### config.mk
export PLATFORM = sky130hd
export DESIGN_NAME = fifo_write_arbiter_flat
export DESIGN_NICKNAME = d
export VERILOG_FILES = /design/src/rtl/fifo_write_arbiter_if.sv /design/src/rtl/fifo_write_arbiter.sv /design/src/flat_wrapper.sv
export SDC_FILE = /design/constraint.sdc
export NUM_CORES = 1
export LEC_CHECK = 0
export CORE_UTILIZATION = 40
export CTS_CLUSTER_SIZE = 20
export DETAILED_ROUTE_END_ITERATION = 16
export PLACE_DENSITY_LB_ADDON = 0.12
export RECOVER_POWER = 100
export SYNTH_ARGS = -nofsm -noshare
export SYNTH_HDL_FRONTEND = slang
export SYNTH_SLANG_ARGS = --single-unit
### constraint.sdc
create_clock -name clk -period 4.1 [get_ports clk]
set_input_delay 0.41 -clock clk [delete_from_list [all_inputs] [get_ports clk]]
set_output_delay 0.41 -clock clk [all_outputs]
set_load 0.01 [all_outputs]
### src/rtl/fifo_write_arbiter_if.sv
// Requester-side and FIFO-side signals of the FIFO write arbiter.
// The master drives requests and pops; the slave (the arbiter) drives ready, write data and status.
interface fifo_write_arbiter_if #(
  parameter int NUM_REQ = 4,
  parameter int WIDTH   = 32,
  parameter int DEPTH   = 128
);
  localparam int GW = $clog2(NUM_REQ);
  localparam int CW = $clog2(DEPTH + 1);

  logic [NUM_REQ-1:0]       IN_reqValid;
  logic [NUM_REQ*WIDTH-1:0] IN_reqData;
  logic [NUM_REQ-1:0]       IN_reqLast;
  logic [NUM_REQ-1:0]       OUT_reqReady;
  logic [WIDTH-1:0]         OUT_fifoData;
  logic                     OUT_fifoValid;
  logic                     IN_fifoPop;
  logic [CW-1:0]            OUT_count;
  logic                     OUT_full;
  logic [GW-1:0]            OUT_grantIdx;
  logic                     OUT_locked;

  modport master (
    output IN_reqValid, IN_reqData, IN_reqLast, IN_fifoPop,
    input  OUT_reqReady, OUT_fifoData, OUT_fifoValid, OUT_count,
           OUT_full, OUT_grantIdx, OUT_locked
  );

  modport slave (
    input  IN_reqValid, IN_reqData, IN_reqLast, IN_fifoPop,
    output OUT_reqReady, OUT_fifoData, OUT_fifoValid, OUT_count,
           OUT_full, OUT_grantIdx, OUT_locked
  );
endinterface

### src/rtl/fifo_write_arbiter.sv
// Burst-locked round-robin arbiter for a FIFO write port; accepted beat appears on OUT_fifo* one cycle later.
// Backpressure: ready only for the locked requester while the tracked occupancy is below DEPTH; one idle cycle per grant.
module fifo_write_arbiter #(
  parameter int NUM_REQ   = 4,
  parameter int WIDTH     = 32,
  parameter int DEPTH     = 128,
  parameter int MAX_BURST = 4
) (
  input  logic                 clk,
  input  logic                 rst,
  fifo_write_arbiter_if.slave  bus
);
  localparam int GW  = $clog2(NUM_REQ);
  localparam int CW  = $clog2(DEPTH + 1);
  localparam int BCW = (MAX_BURST > 1) ? $clog2(MAX_BURST) : 1;

  typedef enum logic {
    S_IDLE  = 1'b0,
    S_BURST = 1'b1
  } state_t;

  state_t             r_state;
  logic [GW-1:0]      r_rr_ptr;
  logic [GW-1:0]      r_grant_idx;
  logic [BCW-1:0]     r_beat_cnt;
  logic [CW-1:0]      r_count;
  logic               r_fifo_vld;
  logic [WIDTH-1:0]   r_fifo_dat;

  logic               w_full;
  logic [NUM_REQ-1:0] w_ready;
  logic               w_accept;
  logic               w_burst_end;
  logic [WIDTH-1:0]   w_acc_dat;
  logic               w_any;
  logic               w_found;
  logic [GW-1:0]      w_scan;
  logic [GW-1:0]      w_pick;

  assign w_full = (r_count == CW'(DEPTH));

  // Ready depends only on registered state so requesters never see a valid->ready loop.
  always_comb begin
    w_ready = '0;
    if (r_state == S_BURST && !w_full) begin
      w_ready[r_grant_idx] = 1'b1;
    end
  end

  assign w_accept = |(bus.IN_reqValid & w_ready);

  always_comb begin
    w_acc_dat = '0;
    for (int i = 0; i < NUM_REQ; i++) begin
      if (GW'(i) == r_grant_idx) begin
        w_acc_dat = bus.IN_reqData[i*WIDTH +: WIDTH];
      end
    end
  end

  assign w_burst_end = w_accept &&
                       (bus.IN_reqLast[r_grant_idx] || (r_beat_cnt == BCW'(MAX_BURST - 1)));

  // First valid requester at or after the round-robin pointer, wrapping (NUM_REQ is a power of two).
  always_comb begin
    w_any   = |bus.IN_reqValid;
    w_found = 1'b0;
    w_pick  = '0;
    w_scan  = '0;
    for (int off = 0; off < NUM_REQ; off++) begin
      w_scan = r_rr_ptr + GW'(off);
      if (!w_found && bus.IN_reqValid[w_scan]) begin
        w_pick  = w_scan;
        w_found = 1'b1;
      end
    end
  end

  always_ff @(posedge clk or negedge rst) begin
    if (!rst) begin
      r_state     <= S_IDLE;
      r_rr_ptr    <= '0;
      r_grant_idx <= '0;
      r_beat_cnt  <= '0;
      r_count     <= '0;
      r_fifo_vld  <= 1'b0;
      r_fifo_dat  <= '0;
    end else begin
      r_fifo_vld <= w_accept;
      if (w_accept) begin
        r_fifo_dat <= w_acc_dat;
      end

      // A pop at zero occupancy is a protocol error upstream; hold at zero rather than wrap.
      case ({w_accept, bus.IN_fifoPop})
        2'b10:   r_count <= r_count + 1'b1;
        2'b01:   if (r_count != '0) r_count <= r_count - 1'b1;
        default: r_count <= r_count;
      endcase

      case (r_state)
        S_IDLE: begin
          if (w_any) begin
            r_grant_idx <= w_pick;
            r_beat_cnt  <= '0;
            r_state     <= S_BURST;
          end
        end
        S_BURST: begin
          if (w_accept) begin
            r_beat_cnt <= r_beat_cnt + 1'b1;
            if (w_burst_end) begin
              r_state  <= S_IDLE;
              r_rr_ptr <= r_grant_idx + 1'b1;
            end
          end
        end
        default: r_state <= S_IDLE;
      endcase
    end
  end

  assign bus.OUT_reqReady  = w_ready;
  assign bus.OUT_fifoData  = r_fifo_dat;
  assign bus.OUT_fifoValid = r_fifo_vld;
  assign bus.OUT_count     = r_count;
  assign bus.OUT_full      = w_full;
  assign bus.OUT_grantIdx  = r_grant_idx;
  assign bus.OUT_locked    = (r_state == S_BURST);

endmodule

### src/flat_wrapper.sv
// flat-port wrapper written by rule: the top's interface ports become plain ports
module fifo_write_arbiter_flat 
#(
  parameter int NUM_REQ   = 4,
  parameter int WIDTH     = 32,
  parameter int DEPTH     = 128,
  parameter int MAX_BURST = 4
)
  (clk, rst, bus_IN_reqValid, bus_IN_reqData, bus_IN_reqLast, bus_IN_fifoPop, bus_OUT_reqReady, bus_OUT_fifoData, bus_OUT_fifoValid, bus_OUT_count, bus_OUT_full, bus_OUT_grantIdx, bus_OUT_locked);
  fifo_write_arbiter_if #(.NUM_REQ(NUM_REQ), .WIDTH(WIDTH), .DEPTH(DEPTH)) bus_i ();
  input  logic clk;
  input  logic rst;
  input wire logic [$bits(bus_i.IN_reqValid)-1:0] bus_IN_reqValid;
  input wire logic [$bits(bus_i.IN_reqData)-1:0] bus_IN_reqData;
  input wire logic [$bits(bus_i.IN_reqLast)-1:0] bus_IN_reqLast;
  input wire logic [$bits(bus_i.IN_fifoPop)-1:0] bus_IN_fifoPop;
  output wire logic [$bits(bus_i.OUT_reqReady)-1:0] bus_OUT_reqReady;
  output wire logic [$bits(bus_i.OUT_fifoData)-1:0] bus_OUT_fifoData;
  output wire logic [$bits(bus_i.OUT_fifoValid)-1:0] bus_OUT_fifoValid;
  output wire logic [$bits(bus_i.OUT_count)-1:0] bus_OUT_count;
  output wire logic [$bits(bus_i.OUT_full)-1:0] bus_OUT_full;
  output wire logic [$bits(bus_i.OUT_grantIdx)-1:0] bus_OUT_grantIdx;
  output wire logic [$bits(bus_i.OUT_locked)-1:0] bus_OUT_locked;
  assign bus_i.IN_reqValid = bus_IN_reqValid;
  assign bus_i.IN_reqData = bus_IN_reqData;
  assign bus_i.IN_reqLast = bus_IN_reqLast;
  assign bus_i.IN_fifoPop = bus_IN_fifoPop;
  assign bus_OUT_reqReady = bus_i.OUT_reqReady;
  assign bus_OUT_fifoData = bus_i.OUT_fifoData;
  assign bus_OUT_fifoValid = bus_i.OUT_fifoValid;
  assign bus_OUT_count = bus_i.OUT_count;
  assign bus_OUT_full = bus_i.OUT_full;
  assign bus_OUT_grantIdx = bus_i.OUT_grantIdx;
  assign bus_OUT_locked = bus_i.OUT_locked;
  fifo_write_arbiter #(.NUM_REQ(NUM_REQ), .WIDTH(WIDTH), .DEPTH(DEPTH), .MAX_BURST(MAX_BURST)) u_core (.clk(clk), .rst(rst), .bus(bus_i));
endmodule
==> metrics, run 1 <==
outcome=finished, violations left; violated checks=max-capacitance violations, max-slew violations; die height=95.02 um; CTS Buf Count=5; vias per inst=5.271; nature of the critical path startpoint=flop; detailed placement HPWL=8.098 mm; Routability Congestion=just under 0.9; GR Util All Layers=24.68%; Max Clock Freq=between 200 and 300 MHz; Post-Syn Instances=457; root buf cell=clkbuf_8; Post-Syn Area per Cell=7.573 um2; Worst Hold Class=flop to flop; Post-synth EDFFs=0; distinct cell type count after synthesis=46; clk buf depth=2; Chip Width=95.02 um; Max Cap Viol=1; IO Pins=188; Slowest cell on crit path=dfrtp_1; Resize count post-CTS=0; die area=0.009028 mm2; Slew Limit Fails=49; PortBufs=187; critical path class=flop to flop; Worst Skew=0.004870 ns; Tightest Pin Transition=2.614 ns; Core Area=0.008299 mm2; initial antenna violation count=0; Setup violations, final=0; first-pass GRT wire length=17.16 mm; row count=33; Initial Util=41.70%; final cell count without fillers=~730; DR WL/cell=14.96 um; Seq/Total Area, Yosys=approximately a third; CTS Hold Bufs=0; placed cell areas=0.005339 mm2; Worst Slack Setup Final=just under 0.6 ns; number of global-route vias before repair=between 3k and 4k; Routed Antenna Nets=0; worst endpoint required time=4.30 ns; CTS Sinks=48; clk_lat worst skew=0.30 ns; CTS tree=done; final hold violations=0; P per Cell Area=668.8 mW/mm2; Period minus WS final=3.509 ns; vias=3827; 1st-iter DRT viols=117; Final Instance Area=0.005395 mm2; setup bufs post-CTS=0; largest net degree at the start of global routing=71; Reg clk slew, reported paths=0.09 ns; syn nets=608; DP Cell Count=718; Final Power=3.608 mW; Ys Warns=0; RSZ-0062 raised after global routing=false; layout cells sized above 1=around 2.9%; cell area after synthesis=0.003461 mm2; Pre-antenna DRT Iters=5; GRT overflow=0; maximum vdd drop=between 0.4 and 0.5 mV; Rel. slew slack=-74.30%; max incr delay on CP=0.49 ns; Pleak=2.292 nW; Placement Setup Slack=0.6395 ns; crit share post-route=85.59%; synthesis-to-finish area growth=55.89%; fin nets=771; post-synthesis register bit count=48; crit-path cells=inv_1 > ha_1 > a22o_1 > o21ai_4 > nand2b_2 > and2_0 > ha_1 > a21o_1 > a21oi_1 > o21ai_1 > a31oi_1 > mux2i_1 > a221oi_1; DRC violations left=0; crit-path most repeated cell=ha_1; Async SR Flop Fraction=100.0%; Fin Setup TNS=0 ns; Crit path arrival time=3.71 ns; Main synth FF type=dfrtp_1; Total Wirelength=roughly 11 mm; crit end category=flop; H-tree levels=2; CP max FO=9; Antenna diodes=0
[layout by cell type (no fill, tap or decap), types with 4 or more instances in the layout]
cell type,netlist,layout
o21ai_0,28,35
nand2_1,76,76
nand3_1,5,5
dlygate4sd3_1,0,46
a21oi_1,106,106
and3_1,5,5
mux2i_1,4,5
dfrtp_1,48,48
nor2_1,35,36
ha_1,11,8
nand3b_1,32,32
clkbuf_2,2,4
a22o_1,4,4
clkbuf_8,0,6
clkdlybuf4s50_1,0,140
xor2_1,4,4
inv_1,10,10
[stage by stage]
step	hold slack, ns	util [%]
global route	0.5141	65.01
floorplan	0.1144	-
finish	0.4766	65.01
detailed placement	0.4696	64.33
CTS	0.3519	65.42
global placement	0.4607	64.33
[critical path, delay by kind of cell, from the launching register on]
family	cells	cell delay, ns
AOI/OAI and AO/OA	7	1.52
DFF	1	0.49
buffers and inverters	1	0.12
muxes	1	0.13
adders and majority gates	2	0.59
and+or+nand+nor	2	0.55
[synthesized netlist by cell type, drive strengths merged (2+ instances only)]
master	count	area share, %
a21oi	106	15
nand2	76	8.2
dfrtp	48	35
o21ai	38	5.8
nor2	36	4.0
nand3b	32	6.9
clkbuf	25	2.8
buf	11	2.1
ha	11	4.0
inv	10	1.1
and3	5	0.90
mux2i	5	1.6
nand3	5	0.72
a22o	4	1.0
nand2b	4	0.72
xor2	4	1.0
a21o	3	0.65
a22oi	3	0.65
and2	3	0.54
nor3	3	0.43
o211ai	3	0.65
xnor2	3	0.76
a31oi	2	0.54
nor2b	2	0.36
nor4	2	0.54
o21bai	2	0.43
[worst paths after layout]
path	endpoint	startpoint	depth (start not counted)	slack, ns
min in group asynchronous	u_core.r_beat_cnt[0]	rst	1	0.91
setup / recovery	u_core.bus.OUT_count[7]	u_core.bus.OUT_grantIdx[0]	13	0.59
hold / removal	u_core.bus.OUT_fifoData[17]	u_core.bus.OUT_fifoData[17]	2	0.48
hold reg to reg	u_core.bus.OUT_fifoData[17]	u_core.bus.OUT_fifoData[17]	2	0.48
setup reg to reg	u_core.bus.OUT_count[7]	u_core.bus.OUT_grantIdx[0]	13	0.59
max in group asynchronous	u_core.bus.OUT_fifoData[13]	rst	1	1.69
[power breakdown]
| group | total, mW | switching [mW] | internal, mW |
|---|---|---|---|
| logic | 2.45 | 1.34 | 1.11 |
| clock network | 0.296 | 0.158 | 0.138 |
| registers | 0.862 | 0.173 | 0.690 |
| total | 3.61 | 1.67 | 1.94 |
[state kept, by name, summed over array words and instances (netlist names)]
| name | flops |
|---|---|
| u_core.bus.OUT_grantIdx | 2 |
| u_core.bus.OUT_fifoData | 32 |
| u_core.bus.OUT_fifoValid | 1 |
| u_core.r_beat_cnt | 2 |
| u_core.bus.OUT_count | 8 |
| u_core.bus.OUT_locked | 1 |
| u_core.r_rr_ptr | 2 |
[kinds of logic (layout without fill, tap and decap cells)]
logic type | count (synthesis) | count (layout) | synth area share (%)
buf+inv | 46 | 210 | 5.929
xor+xnor | 7 | 7 | 1.772
compound gates | 168 | 168 | 26.83
simple gates | 169 | 169 | 23.57
fa+ha+maj | 12 | 12 | 4.555
flops | 48 | 48 | 34.71
mux | 7 | 7 | 2.639
[layer usage]
| layer | part of all wire (%) | vias up | GRT usage (%) |
|---|---|---|---|
| met4 | 3.2 | 0 | 9.217 |
| met5 | 0 | - | 0 |
| met1 | 39 | 1728 | 28.65 |
| met3 | 7.7 | 30 | 7.257 |
| li1 | - | 1927 | - |
| met2 | 50 | 142 | 42.87 |
[layout make-up]
| cell class | instances | area [um2] |
|---|---|---|
| inverter | 10 | 37.54 |
| fill | 755 | 2904 |
| clock buffer | 8 | 90.09 |
| timing repair buffer | 192 | 1893 |
| multi-input combinational | 363 | 2042 |
| sequential | 48 | 1201 |
| tap | 105 | 131.4 |
No activity file was read; power rests on OpenSTA's default activity.
==> run 2, diff against run 1 <==
CORE_MARGIN = 2   (was default)
==> run 2 against run 1 <==
The flow still finishes with violations (max-capacitance violations, max-slew violations); utilization grew 0.17 points; maximum frequency grew 0.27%; wire length shrank 0.49%; sequential share of layout area shrank 0.057 points; worst setup slack gained 0.0095 ns; sequential power is essentially flat; global-route usage shrank 1.6 points; clock skew grew 0.0019 ns; largest power group unchanged.
==> metrics, run 2 (same netlist as run 1, synthesis figures left out) <==
WHS Path Cells=2; crit end category=flop; Setup violations, final=0; violated checks=max-capacitance violations, max-slew violations; Core Area=roughly 0.0083 mm2; synthesis-to-finish area growth=56.29%; worst endpoint required time=4.30 ns; Total Wirelength=10.81 mm; crit share post-route=about 85%; Antenna diodes=0; P per Cell Area=between 600 and 700 mW/mm2; row count=33; IO Pins=188; Chip Width=97.02 um; clk buf depth=2; max incr delay on CP=0.49 ns; Routed Antenna Nets=0; Worst R2R Setup Slack=around 0.60 ns; root buf cell=clkbuf_8; Period minus WS final=3.500 ns; Slew Limit Fails=49; die area=0.009412 mm2; Crit path arrival time=~3.7 ns; largest net degree at the start of global routing=71; max FFs per register=32; Max Cap Viol=1; clk_lat worst skew=0.30 ns; die height=97.02 um; Rel. slew slack=-67.16%; Pre-antenna DRT Iters=4; Routability Congestion=0.8430; Max Clock Freq=285.7 MHz; number of global-route vias before repair=3771; CTS Sinks=48; GRT overflow=0; Tightest Pin Transition=2.507 ns; outcome=finished, violations left; RSZ-0062 raised after global routing=false; Final Util=65.17%; initial antenna violation count=0; Initial Util=41.70%; critical path startpoint=u_core.bus.OUT_grantIdx[0]; detailed placement HPWL=8.200 mm; Final Instance Area=0.005409 mm2; Reg clk slew, reported paths=~0.080 ns; H-tree levels=2; commonest non-fill, non-tap cell in the layout=clkdlybuf4s50_1; GR Util All Layers=23.07%; critical path class=flop to flop; fin nets=just under 800; vias per inst=5.271; reg2reg start=u_core.bus.OUT_grantIdx[0]; vias=3832; nature of the critical path startpoint=flop; R2R depth=13; hold wc startpoint=u_core.bus.OUT_fifoData[24]; placed cell areas=0.005346 mm2; top cell family by delay on the critical path=compound AO/OA/AOI/OAI gates; setup bufs post-CTS=0; 1st-iter DRT viols=89; Resize count post-CTS=0; Fin Setup TNS=0 ns; Pleak=2.299 nW; CTS Buf Count=5; layout cells sized above 1=3.215%; CTS Hold Bufs=0; crit-path most repeated cell=ha_1; CTS tree=done; crit-path cells=inv_1 > ha_1 > a22o_1 > o21ai_4 > nand2b_2 > and2_0 > ha_1 > a21o_1 > a21oi_1 > o21ai_0 > a31oi_2 > mux2i_1 > a221oi_1; final hold violations=0; commonest cells after routing, fill and taps aside=clkdlybuf4s50_1 (139), a21oi_1 (106), nand2_1 (76), dfrtp_1 (48), dlygate4sd3_1 (47); Worst Skew=0.006731 ns; DR WL/cell=14.87 um; maximum vdd drop=0.3567 mV; CP max FO=9; Buf+Inv Stages, Crit Path=1; Slowest cell on crit path=dfrtp_1; Worst Hold Class=flop to flop; PortBufs=187; DRC violations left=0; first-pass GRT wire length=17.91 mm; CP Depth=13
## run 2: cell count changes in the layout (fill, tap and decap cells not counted)
| cell | change |
|---|---|
| o21ai_0 | +1 |
| dlygate4sd3_1 | +1 |
| buf_2 | +1 |
| a31oi_2 | +1 |
| buf_4 | +1 |
| o21ai_1 | -1 |
| clkdlybuf4s50_1 | -1 |
| a31oi_1 | -1 |
| clkbuf_2 | -1 |
## run 2: path summary, 6_finish.rpt
check                                              end
max                            u_core.bus.OUT_count[7]
max in group asynchronous  u_core.bus.OUT_fifoData[29]
min                        u_core.bus.OUT_fifoData[24]
max reg2reg                    u_core.bus.OUT_count[7]
min in group asynchronous     u_core.bus.OUT_fifoValid
min reg2reg                u_core.bus.OUT_fifoData[24]
## run 2: final cells by class
type	count	area, um2
clock buffers	8	90.09
fillers	767	2890
inverters	10	37.54
multi-input cells	363	2048
flip-flops and latches	48	1201
well taps	105	131.4
repair buffers	193	1901
## run 2: power by group
group | total (mW) | internal, mW | switching, mW
clock network | 0.289 | 0.138 | 0.151
registers | 0.865 | 0.690 | 0.175
logic | 2.45 | 1.11 | 1.34
total | 3.60 | 1.93 | 1.67
## run 2: worst reg2reg max path: stages (launching register included)
cell and delay, ns:
dfrtp_1 0.49, inv_1 0.12, ha_1 0.24, a22o_1 0.22, o21ai_4 0.27, nand2b_2 0.19, and2_0 0.39, ha_1 0.36
a21o_1 0.19, a21oi_1 0.12, o21ai_0 0.15, a31oi_2 0.31, mux2i_1 0.11, a221oi_1 0.24
## run 2: layer usage
| layer | part of all wire, % | GRT usage, % | vias up |
|---|---|---|---|
| li1 | - | - | 1924 |
| met1 | 39 | 25.85 | 1757 |
| met2 | 51 | 42.04 | 131 |
| met3 | 8.0 | 7.009 | 20 |
| met4 | 2.0 | 6.609 | 0 |
| met5 | 0 | 0 | - |
## run 2: stage by stage
| step | setup slack [ns] | hold slack (ns) | std cells | total power [mW] |
|---|---|---|---|---|
| 3_3_place_gp | 0.7755 | 0.4617 | 719 | 3.358 |
| 2_1_floorplan | 0.7516 | 0.1144 | 457 | 2.594 |
| 3_5_place_dp | 0.6502 | 0.4699 | 719 | 3.448 |
| 6_report | 0.6003 | 0.4748 | 727 | 3.604 |
| 5_1_grt | 0.2485 | 0.5136 | 727 | 3.992 |
| 4_1_cts | 0.7705 | 0.2264 | 727 | 3.753 |
==> run 3, diff against run 2 <==
CORE_MARGIN = 4   (was 2)
==> run 3 against run 2 <==
The flow still finishes with violations (max-capacitance violations, max-slew violations); utilization barely moved; cell count fell by 0.14%; global-route usage fell by 0.99 points; critical path depth did not move; clock power rose by 18%; critical path type unchanged.
==> metrics, run 3 (same netlist as run 1, synthesis figures left out) <==
initial antenna violation count=0; Antenna diodes=0; critical path startpoint=u_core.bus.OUT_grantIdx[0]; commonest non-fill, non-tap cell in the layout=clkdlybuf4s50_1; die height=101.0 um; area of the multi-input gates=0.002042 mm2; Worst R2R Setup Slack=0.61 ns; R2R depth=13; crit-path cells=inv_1 > ha_1 > a22o_1 > o21ai_4 > nand2b_2 > and2_0 > ha_1 > a21o_1 > a21oi_1 > o21ai_0 > a31oi_1 > mux2i_1 > a221oi_1; Worst Hold Class=flop to flop; crit-path most repeated cell=ha_1; Period minus WS final=3.490 ns; first-pass GRT wire length=17.93 mm; commonest cells after routing, fill and taps aside=clkdlybuf4s50_1 (140), a21oi_1 (106), nand2_1 (76), dfrtp_1 (48), dlygate4sd3_1 (46); layout cells sized above 1=3.221%; Initial Util=a little over two fifths; Max Clock Freq=286.5 MHz; Routability Congestion=0.8372; crit end category=flop; row count=33; setup bufs post-CTS=0; fill count=approximately 740; Worst Setup EP=u_core.bus.OUT_count[7]; Rel. slew slack=-74.70%; worst endpoint required time=4.30 ns; GR Util All Layers=22.08%; vias per inst=5.197; clk_lat worst skew=0.30 ns; critical path class=flop to flop; DR WL/cell=around 15 um; nature of the critical path startpoint=flop; Routed Antenna Nets=0; Pre-antenna DRT Iters=4; Setup violations, final=0; violated checks=max-capacitance violations, max-slew violations; Tightest Pin Transition=2.621 ns; Final Power=approximately 3.7 mW; Slew Limit Fails=49; crit share post-route=85.13%; CTS Buf Count=5; Core Area=approximately 0.0083 mm2; Max Cap Viol=1; Worst Skew=~0.0053 ns; number of global-route vias before repair=3752; reg2reg start=u_core.bus.OUT_grantIdx[0]; maximum vdd drop=0.3328 mV; GRT overflow=0; Chip Width=just over 100 um; CTS Hold Bufs=0; max incr delay on CP=0.50 ns; root buf cell=clkbuf_8; Resize count post-CTS=0; outcome=finished, violations left; Pleak=2.301 nW; vias=about 3.8k; Fin Setup TNS=0 ns; Buf+Inv Stages, Crit Path=1; Slowest cell on crit path=dfrtp_1; Final Util=65.22%; max FFs per register=32; Total Wirelength=about 11 mm; CP max FO=9; CTS tree=done; Reg clk slew, reported paths=0.09 ns; detailed placement HPWL=8.506 mm; DRC violations left=0; largest net degree at the start of global routing=slightly above 70; top cell family by delay on the critical path=compound AO/OA/AOI/OAI gates; r2r endpoint=u_core.bus.OUT_count[7]; final cell count without fillers=~730; 1st-iter DRT viols=138; final hold violations=0; synthesis-to-finish area growth=56.40%; clk buf depth=2; CP Depth=13; IO Pins=188; DP Cell Count=718; fin nets=a little under 800; H-tree levels=2; die area=0.01020 mm2; PortBufs=around 190; CTS Sinks=48; RSZ-0062 raised after global routing=false; register area=0.001201 mm2; Crit path arrival time=3.69 ns; P per Cell Area=between 600 and 700 mW/mm2
## run 3: worst min-delay path by stage
stage                           startpoint                     endpoint  depth (start not counted)  slack [ns]
6_report       u_core.bus.OUT_fifoData[20]  u_core.bus.OUT_fifoData[20]                          2        0.48
2_1_floorplan                          rst      u_core.bus.OUT_count[0]                          0        0.11
4_1_cts                                rst   u_core.bus.OUT_grantIdx[0]                          1        0.34
3_5_place_dp   u_core.bus.OUT_fifoData[21]  u_core.bus.OUT_fifoData[21]                          2        0.47
3_3_place_gp   u_core.bus.OUT_fifoData[21]  u_core.bus.OUT_fifoData[21]                          2        0.46
5_1_grt        u_core.bus.OUT_fifoData[17]  u_core.bus.OUT_fifoData[17]                          2        0.51
## run 3: cell type report
| type | instances | area share [%] |
|---|---|---|
| multi-input cells | 363 | 37.73 |
| repair buffers | 192 | 34.97 |
| flip-flops and latches | 48 | 22.19 |
| well taps | 105 | 2.427 |
| clock buffers | 6 | 1.341 |
| inverters | 10 | 0.6935 |
| clock inverters | 2 | 0.6472 |
## run 3: layer usage
metal | global-route usage, % | wire length [um] | up-vias
li1 | - | - | 1925
met2 | 38.78 | 5544 | 135
met4 | 6.646 | 272 | 0
met5 | 0 | 0 | -
met1 | 24.48 | 4285 | 1693
met3 | 8.789 | 1144 | 20
## run 3: power by group
part | internal (mW) | total, mW | switching, mW
registers | 0.690 | 0.863 | 0.174
clock network | 0.181 | 0.340 | 0.159
logic | 1.11 | 2.46 | 1.35
total | 1.98 | 3.66 | 1.68
## run 3: worst register-to-register path, cell delays in order, from the launching register on
cell and delay, ns:
dfrtp_1 0.50, inv_1 0.11, ha_1 0.23, a22o_1 0.21, o21ai_4 0.26, nand2b_2 0.17, and2_0 0.37, ha_1 0.36
a21o_1 0.20, a21oi_1 0.13, o21ai_0 0.14, a31oi_1 0.37, mux2i_1 0.13, a221oi_1 0.24
## run 3: through the flow
step / instance area, um2 / setup slack [ns] / hold WS [ns]
after floorplan: 3461 / 0.7516 / 0.1144
after global placement: 5339 / 0.7763 / 0.4604
after detailed placement: 5339 / 0.6883 / 0.4696
after CTS: 5446 / 0.8102 / 0.3374
after global routing: 5413 / 0.2796 / 0.5091
final: 5413 / 0.6096 / 0.4792
